`src/rtl/cntr_seq_pkg.sv`:
```
// cntr_seq_pkg: FSM states, cfg_wr_data field layout and entry unpacking for cntr_cfg_sequencer.
package cntr_seq_pkg;

    typedef enum logic [2:0] {IDLE, LOAD, RUN, NEXT, DONE} state_t;

    // Field slots within a packed entry, counted from the LSB in units of CNT_W.
    localparam int INCR_SLOT  = 0;
    localparam int IND_SLOT   = 1;
    localparam int START_SLOT = 2;
    localparam int MAX_W      = 16;
    localparam int ENTRY_W    = 3 * MAX_W;

    function automatic logic [MAX_W-1:0] unpack_field(input logic [ENTRY_W-1:0] entry, input int slot, input int w);
        return MAX_W'((entry >> (slot * w)) & ((ENTRY_W'(1) << w) - ENTRY_W'(1)));
    endfunction

endpackage

```
`src/rtl/cntr_seq_if.sv`:
```
// cntr_seq_if: host write port, counter control and status signals of cntr_cfg_sequencer.
interface cntr_seq_if #(
    parameter int NUM_CFG = 4,
    parameter int CNT_W   = 4
);
    localparam int AW = $clog2(NUM_CFG);

    logic               cfg_wr_en;
    logic [AW-1:0]      cfg_wr_addr;
    logic [3*CNT_W-1:0] cfg_wr_data;
    logic               go;
    logic               ind;
    logic               cntr_reset;
    logic [CNT_W-1:0]   cntr_start;
    logic [CNT_W-1:0]   ind_val;
    logic [CNT_W-1:0]   incr;
    logic               busy;
    logic               done;
    logic [NUM_CFG-1:0] pass_mask;

    modport master (
        output cfg_wr_en, cfg_wr_addr, cfg_wr_data, go, ind,
        input  cntr_reset, cntr_start, ind_val, incr, busy, done, pass_mask
    );

    modport slave (
        input  cfg_wr_en, cfg_wr_addr, cfg_wr_data, go, ind,
        output cntr_reset, cntr_start, ind_val, incr, busy, done, pass_mask
    );

endinterface

```
`src/rtl/cntr_seq_timer.sv`:
```
// cntr_seq_timer: clear/enable cycle counter flagging expired on its TIMEOUT-th counted cycle.
module cntr_seq_timer #(
    parameter int TIMEOUT = 16
) (
    input  logic clk,
    input  logic reset,
    input  logic clr,
    input  logic en,
    output logic expired
);
    localparam int TW = $clog2(TIMEOUT + 1);

    logic [TW-1:0] timer;

    always_ff @(posedge clk) begin
        if (reset || clr)
            timer <= '0;
        else if (en)
            timer <= timer + 1'b1;
    end

    assign expired = timer == TW'(TIMEOUT - 1);

endmodule

```
`src/rtl/cntr_cfg_sequencer.sv`:
```
// cntr_cfg_sequencer: steps a cntr_config instance through a table of configurations and records pass/fail.
// Define CNTR_SEQ_LOOP_EN to restart from DONE while go stays high.
module cntr_cfg_sequencer
    import cntr_seq_pkg::*;
#(
    parameter int NUM_CFG = 4,
    parameter int CNT_W   = 4,
    parameter int TIMEOUT = 16
) (
    input logic      clk,
    input logic      reset,
    cntr_seq_if.slave bus
);
    localparam int IW = $clog2(NUM_CFG);
`ifdef CNTR_SEQ_LOOP_EN
    localparam bit LOOP = 1'b1;
`else
    localparam bit LOOP = 1'b0;
`endif

    state_t             state, nxt;
    logic [IW-1:0]      idx;
    logic [3*CNT_W-1:0] cfg_tbl [NUM_CFG];
    logic [3*CNT_W-1:0] entry;
    logic [NUM_CFG-1:0] pass_mask;
    logic               expired, last, restart;
    logic               busy, done, cntr_reset;

    assign last    = idx == IW'(NUM_CFG - 1);
    assign restart = bus.go && (state == IDLE || (LOOP && state == DONE));

    always_comb begin
        nxt        = state;
        busy       = 1'b0;
        done       = 1'b0;
        cntr_reset = 1'b1;
        unique case (state)
            IDLE: nxt = bus.go ? LOAD : IDLE;
            LOAD: begin
                busy = 1'b1;
                nxt  = RUN;
            end
            RUN: begin
                busy       = 1'b1;
                cntr_reset = 1'b0;
                nxt        = (bus.ind || expired) ? NEXT : RUN;
            end
            NEXT: begin
                busy = 1'b1;
                nxt  = last ? DONE : LOAD;
            end
            DONE: begin
                done = 1'b1;
                busy = restart;
                nxt  = restart ? LOAD : IDLE;
            end
            default: nxt = IDLE;
        endcase
    end

    always_ff @(posedge clk) begin
        if (reset) begin
            state     <= IDLE;
            idx       <= '0;
            pass_mask <= '0;
            cfg_tbl   <= '{default: '0};
        end else begin
            state <= nxt;
            if (state == IDLE && bus.cfg_wr_en)
                cfg_tbl[bus.cfg_wr_addr] <= bus.cfg_wr_data;
            if (restart) begin
                idx       <= '0;
                pass_mask <= '0;
            end else if (state == RUN && bus.ind)
                pass_mask[idx] <= 1'b1;
            else if (state == NEXT && !last)
                idx <= idx + 1'b1;
        end
    end

    cntr_seq_timer #(.TIMEOUT(TIMEOUT)) u_timer (
        .clk     (clk),
        .reset   (reset),
        .clr     (state == LOAD),
        .en      (state == RUN),
        .expired (expired)
    );

    assign entry          = cfg_tbl[idx];
    assign bus.cntr_start = CNT_W'(unpack_field(ENTRY_W'(entry), START_SLOT, CNT_W));
    assign bus.ind_val    = CNT_W'(unpack_field(ENTRY_W'(entry), IND_SLOT, CNT_W));
    assign bus.incr       = CNT_W'(unpack_field(ENTRY_W'(entry), INCR_SLOT, CNT_W));
    assign bus.busy       = busy;
    assign bus.done       = done;
    assign bus.cntr_reset = cntr_reset;
    assign bus.pass_mask  = pass_mask;

endmodule

```
`src/flat_wrapper.sv`:
```
// flat-port wrapper written by rule: the top's interface ports become plain ports
module cntr_cfg_sequencer_flat import cntr_seq_pkg::*;
#(
    parameter int NUM_CFG = 4,
    parameter int CNT_W   = 4,
    parameter int TIMEOUT = 16
)
  (clk, reset, bus_cfg_wr_en, bus_cfg_wr_addr, bus_cfg_wr_data, bus_go, bus_ind, bus_cntr_reset, bus_cntr_start, bus_ind_val, bus_incr, bus_busy, bus_done, bus_pass_mask);
  cntr_seq_if #(.NUM_CFG(NUM_CFG), .CNT_W(CNT_W)) bus_i ();
  input logic clk;
  input logic reset;
  input wire logic [$bits(bus_i.cfg_wr_en)-1:0] bus_cfg_wr_en;
  input wire logic [$bits(bus_i.cfg_wr_addr)-1:0] bus_cfg_wr_addr;
  input wire logic [$bits(bus_i.cfg_wr_data)-1:0] bus_cfg_wr_data;
  input wire logic [$bits(bus_i.go)-1:0] bus_go;
  input wire logic [$bits(bus_i.ind)-1:0] bus_ind;
  output wire logic [$bits(bus_i.cntr_reset)-1:0] bus_cntr_reset;
  output wire logic [$bits(bus_i.cntr_start)-1:0] bus_cntr_start;
  output wire logic [$bits(bus_i.ind_val)-1:0] bus_ind_val;
  output wire logic [$bits(bus_i.incr)-1:0] bus_incr;
  output wire logic [$bits(bus_i.busy)-1:0] bus_busy;
  output wire logic [$bits(bus_i.done)-1:0] bus_done;
  output wire logic [$bits(bus_i.pass_mask)-1:0] bus_pass_mask;
  assign bus_i.cfg_wr_en = bus_cfg_wr_en;
  assign bus_i.cfg_wr_addr = bus_cfg_wr_addr;
  assign bus_i.cfg_wr_data = bus_cfg_wr_data;
  assign bus_i.go = bus_go;
  assign bus_i.ind = bus_ind;
  assign bus_cntr_reset = bus_i.cntr_reset;
  assign bus_cntr_start = bus_i.cntr_start;
  assign bus_ind_val = bus_i.ind_val;
  assign bus_incr = bus_i.incr;
  assign bus_busy = bus_i.busy;
  assign bus_done = bus_i.done;
  assign bus_pass_mask = bus_i.pass_mask;
  cntr_cfg_sequencer #(.NUM_CFG(NUM_CFG), .CNT_W(CNT_W), .TIMEOUT(TIMEOUT)) u_core (.clk(clk), .reset(reset), .bus(bus_i));
endmodule
```
`config.mk`:
```
export PLATFORM = sky130hd
export DESIGN_NAME = cntr_cfg_sequencer_flat
export DESIGN_NICKNAME = d
export VERILOG_FILES = /design/src/rtl/cntr_seq_pkg.sv /design/src/rtl/cntr_seq_if.sv /design/src/rtl/cntr_seq_timer.sv /design/src/rtl/cntr_cfg_sequencer.sv /design/src/flat_wrapper.sv
export SDC_FILE = /design/constraint.sdc
export NUM_CORES = 1
export LEC_CHECK = 0
export ABC_AREA = 1
export CORE_MARGIN = 2
export CORE_UTILIZATION = 52
export CTS_BUF_LIST = sky130_fd_sc_hd__clkbuf_8
export DETAILED_ROUTE_END_ITERATION = 10
export PLACE_DENSITY = 0.87
export SYNTH_ARGS = -nofsm -noshare
export SYNTH_HDL_FRONTEND = slang
export SYNTH_HIERARCHICAL = 1
export SYNTH_SLANG_ARGS = --single-unit
```
`constraint.sdc`:
```
create_clock -name clk -period 1.4 [get_ports clk]
set_clock_uncertainty 0.2 [all_clocks]
set_input_delay 0.21 -clock clk [delete_from_list [all_inputs] [get_ports clk]]
set_output_delay 0.21 -clock clk [all_outputs]
set_load 0.03 [all_outputs]
```
== Yosys cells after proc, flatten, opt, wreduce, memory -nomap -nowiden ==
Index checks and enable logic that the tools add are counted.
Word-level totals
  input bits: 19
  register bits: 62
  output and inout bits: 19
Cells by class
  $lt $le $gt $ge: 5
  multiplexer cells: 16
  bitwise logic cells: 4
  eq/ne operators: 6
  add/sub/neg operators: 2
  reductions and logical operators: 13
Operators by type and width (count)
  bitwise mux 48 bit: 1
  2-to-1 mux 12 bit: 3
  binary-select mux 12 bit (select 2 bit): 1
  demux 12 bit (select 2 bit): 1
  one-hot mux 3 bit (5 select lines): 1
  == test 3 x 2 -> 1 bit (second input constant): 2
  >= comparator 3 bit (second input constant): 2
  logical AND 1 bit: 6
  2-to-1 mux 1 bit: 6
  inverter 2 -> 3 bit: 2
  adder 5 x 1 -> 5 bit (second input constant): 1
  == test 5 x 4 -> 1 bit (second input constant): 1
  bitwise OR 4 bit: 1
  == test 3 x 1 -> 1 bit (second input constant): 1
  == test 3 bit (second input constant): 1
  zero test 3 bit: 1
  less-than comparator 2 x 3 -> 1 bit (second input constant): 1
  less-than comparator 3 x 1 -> 1 bit (second input constant): 1
  2-to-1 mux 3 bit: 1
  OR reduction 3 bit: 1
  adder 2 x 1 -> 2 bit (second input constant): 1
  demux 1 bit (select 2 bit): 1
  == test 2 bit (second input constant): 1
  >= comparator 2 x 1 -> 1 bit (second input constant): 1
  6 further kinds: 7

== Longest topological paths before layout ==
  word-level depth: 6
  mapped depth: 10
  gate-level depth less buffers: 8

== Modules after synthesis ==
Netlist, hierarchy kept.
By module, submodules not included
  cntr_cfg_sequencer: cells each 440, times used 1, area each 2840.2 sq um
  cntr_seq_timer: cells each 29, times used 1, area each 245.2 sq um

== Least setup slack after synthesis ==
No wires, ideal clock.
  path kind: reg-to-output
  from: register u_core.idx[0]
  to: output bus_cntr_start[0]
  cell stages (with the launch flop): 6
  data required time: 0.990 ns
  path buffers: 1
  slack: -0.329 ns
  data arrival time: 1.319 ns
  cells stage by stage: dfxtp_1 inv_1 clkbuf_1 o21ai_0 a21oi_1 a21oi_1
On the way
  cells in the longest elaborated chain, start to end: 4
RTL lines
  start, declared: line cntr_cfg_sequencer.sv:22  | logic [IW-1:0] idx;
  start signal, assigned: line cntr_cfg_sequencer.sv:77  | idx <= idx + 1'b1;
  inverter 2 -> 3 bit (not written as such): line cntr_cfg_sequencer.sv:89  | assign entry = cfg_tbl[idx];
  binary-select mux 12 bit (select 2 bit): line cntr_cfg_sequencer.sv:89
  2-to-1 mux 12 bit (not written as such) (2 in series): line cntr_cfg_sequencer.sv:89
  end, declared: line flat_wrapper.sv:18  | output wire logic [$bits(bus_i.cntr_start)-1:0] bus_cntr_start;
Every way passes these cells. The select of a mux whose other input is x is not followed.

== Worst setup path in the final report ==
  from: register u_core.idx[0]
  to: output bus_incr[3]
On the way
  cells in the longest elaborated chain, start to end: 4
RTL lines
  inverter 2 -> 3 bit (not written as such): line cntr_cfg_sequencer.sv:89
  binary-select mux 12 bit (select 2 bit): line cntr_cfg_sequencer.sv:89
  2-to-1 mux 12 bit (not written as such) (2 in series): line cntr_cfg_sequencer.sv:89
  end, declared: line flat_wrapper.sv:20  | output wire logic [$bits(bus_i.incr)-1:0] bus_incr;
Every way passes these cells. The select of a mux whose other input is x is not followed.

==> impl_metrics.csv <==
group,metric,value,unit
outcome,outcome,"complete, but fails checks",
outcome,violations,"setup timing",
synth,synthTopCellsByArea,"dfxtp_1 40%, nand2_1 15%, nor2_1 13%",
worst_setup_path,cp-start-kind,"register",
routing,detail_route.iter0.violations,730,
finish,final_core_util,94.2,%
clock_tree,clk_pin_slew_worst_paths,0.09,ns
sta,period_share,138,%
floorplanning,dieArea,6570,um2
floorplanning,row_count,28,
routing,first_pass_iters,6,
place,hpwlAfterDp,4.56,mm
clock_tree,cts_tree,"done",
clock_tree,numCtsBuffers,9,
synth,synth_top_family_by_area,"simple AND/OR/NAND/NOR gates",
sta,period_needed,1.93,ns
power_and_ir_drop,ir_worst_vdd,1.01,mV
synth,synthArstFlopShare,0,%
synth,yosysTopAreaCell,"dfxtp_1",
finish,num-fill-cells,170,
power_and_ir_drop,leakage,2.40,nW
sta,rsz0062_at_grt,"yes",
synth,synth_mux_area_share,0,%
sta,tightest_slew,0.401,ns
clock_tree,cts_hold_buffers,0,
synth,syn_inst,469,
floorplanning,coreArea,5820,um2
synth,synth_nets,494,
routing,routed_wl,17.1,mm
finish,area_growth,77.5,%
power_and_ir_drop,power_density,894,nW/um2
global_routing,global_route.overflow_total,0,
min_path,hp-class,"reg2reg",
synth,synth_enable_flop_cells,0,
worst_setup_path,cp-end-kind,"output pin",
sta,fmax,517,MHz
clock_tree,htreeDepth,3,
synth,synth-xor-area-share,0,%
sta,finalSetupViolations,76,
routing,via_count,4165,
sta,holdWs,0.309,ns
synth,synthAdderAreaFrac,2.43,%
clock_tree,clock_sinks,62,
worst_setup_path,critPathSlowestCell,"dfxtp_4",
finish,final_cell_area,5480,um2
synth,yosys.cell_count.top_type,"nand2_1",
sta,max-slew-margin-rel,73.3,%
power_and_ir_drop,p_total,4.90,mW
floorplanning,dieHeight,81.0,um
synth,syn_area_per_cell,6.58,um2
clock_tree,root_buffer,"clkbuf_8",
floorplanning,start_util,53.1,%
synth,netlist-cell-type-count,24,
synth,synthFlopType,"dfxtp_1",
finish,nets,583,
floorplanning,num_io_pins,38,
synth,yosys_warnings,6,
finish,n_antenna_cell,0,
routing,vias_per_cell,6.53,
routing,drc,0,
place,globalplace.congestion,0.747,
routing,antenna_left,0,
worst_setup_path,required,0.99,ns
worst_setup_path,cp_slowest_stage_delay,0.40,ns
global_routing,grt_max_degree,28,
clock_tree,clockBufferDepth,2,
synth,netlist_area,3090,um2
place,place_area,3850,um2
worst_setup_path,cpMostUsedCell,"a21oi_4",
floorplanning,die_x,81.0,um
sta,layout_setup_ws,-0.533,ns
global_routing,grt_pass1_wl,16.6,mm
worst_setup_path,crit_chain,"inv_8, buf_12, o21ai_4, a21oi_4, a21oi_4, buf_6",
synth,ys_seq_area_share,40.2,%
global_routing,track_usage,34.0,%
synth,synth_seq_cells,62,
finish,drive_gt1_share,54.7,%
synth,synth_top_area_share,40.2,%
synth,synth-simple-area-share,33.9,%
worst_setup_path,worstSetupPathType,"reg2out",
synth,synth_common_cells,"123 x nand2_1, 106 x nor2_1, 69 x inv_1, 62 x dfxtp_1, 47 x a21oi_1",
place,io_buffers,37,
sta,drv_slew,0,
global_routing,grt_antenna_before_repair,2,
clock_tree,clk_latency,0.37,ns
worst_setup_path,cp_max_fo,6,
global_routing,grt_pass1_vias,3416,
job,max_cap_viol_count,0,
synth,synth_compound_area_share,10.5,%
worst_setup_path,cp_data_arrival_time,1.52,ns
routing,wl_per_cell,26.7,um
sta,hold_viol,0,
kinds of logic (layout without fill, tap and decap cells):
group | count (synthesis) | after routing
DFF | 62 | 62
AOI/OAI and AO/OA | 64 | 64
buffers and inverters | 91 | 185
and+or+nand+nor | 246 | 246
adders and majority gates | 6 | 6
worst max-delay path, delay by kind of cell (launching register included):
kind                   cells  cell delay, ns
flip-flops                 1            0.40
AO/OA/AOI/OAI              3            0.38
buffers and inverters      3            0.37
state kept, by name (all words and copies together), names as in the netlist:
| signal | flops |
|---|---|
| u_core/state | 3 |
| u_core/idx | 2 |
| u_core/u_timer/timer | 5 |
| u_core/cfg_tbl | 48 |
| u_core/bus.pass_mask | 4 |
cells in the final DEF, fill, tap and decap left out, types with 6 or more instances in the layout:
master / count
nand2_4: 36
nor2_1: 61
nor2_2: 37
dfxtp_1: 56
nand2_2: 47
nor2_4: 10
o21ai_2: 10
a21oi_4: 14
dfxtp_4: 6
inv_1: 64
a21oi_1: 6
clkdlybuf4s50_1: 16
clkbuf_16: 9
buf_4: 29
o21ai_4: 6
buf_6: 29
nand2_1: 41
a21oi_2: 27
clkbuf_8: 9
buf_12: 9
repair_timing:
item | in CTS | in global routing
gates cloned | 5 | 10
endpoints found under the hold margin | 0 | 0
buffers inserted | 16 | 9
gates resized for setup | 80 | 212
setup endpoints to repair | 25 | 77
pin swaps | 5 | 49
per-layer routing:
layer	GRT usage [%]	routed length (um)
met1	36.2	5570
met2	58.3	7480
met3	6.89	2140
met4	26.8	1860
met5	0	0
worst paths after layout:
path / from / end / slack, ns / depth (start not counted)
setup / recovery: u_core/idx[0] / bus_incr[3] / -0.53 / 6
hold / removal: u_core/bus.pass_mask[1] / u_core/bus.pass_mask[1] / 0.31 / 2
setup reg to reg: u_core/idx[0] / u_core/state[0] / -0.52 / 7
hold reg to reg: u_core/bus.pass_mask[1] / u_core/bus.pass_mask[1] / 0.31 / 2
where the power goes:
group | switching [mW] | internal, mW | total [mW]
combinational | 0.781 | 0.559 | 1.34
clock | 0.816 | 0.798 | 1.61
sequential | 0.0914 | 1.85 | 1.94
total | 1.69 | 3.21 | 4.90
cell type report:
cell class | count | area [um2] | area share (%)
multi-input combinational | 316 | 2400 | 43.7
sequential | 62 | 1260 | 23.1
timing repair buffer | 100 | 1260 | 23.0
inverter | 69 | 279 | 5.09
clock buffer | 9 | 124 | 2.26
tap | 75 | 93.8 | 1.71
clock inverter | 7 | 58.8 | 1.07
stage by stage:
step	setup TNS, ns	instances	worst slack (ns)
after floorplan	-0.178	469	-0.0893
after global placement	-12.61	585	-0.270
after detailed placement	-14.71	585	-0.317
after CTS	-8.56	621	-0.433
after global routing	-23.81	638	-0.847
final	-20.88	638	-0.533
(Power assumes the default switching activity.)
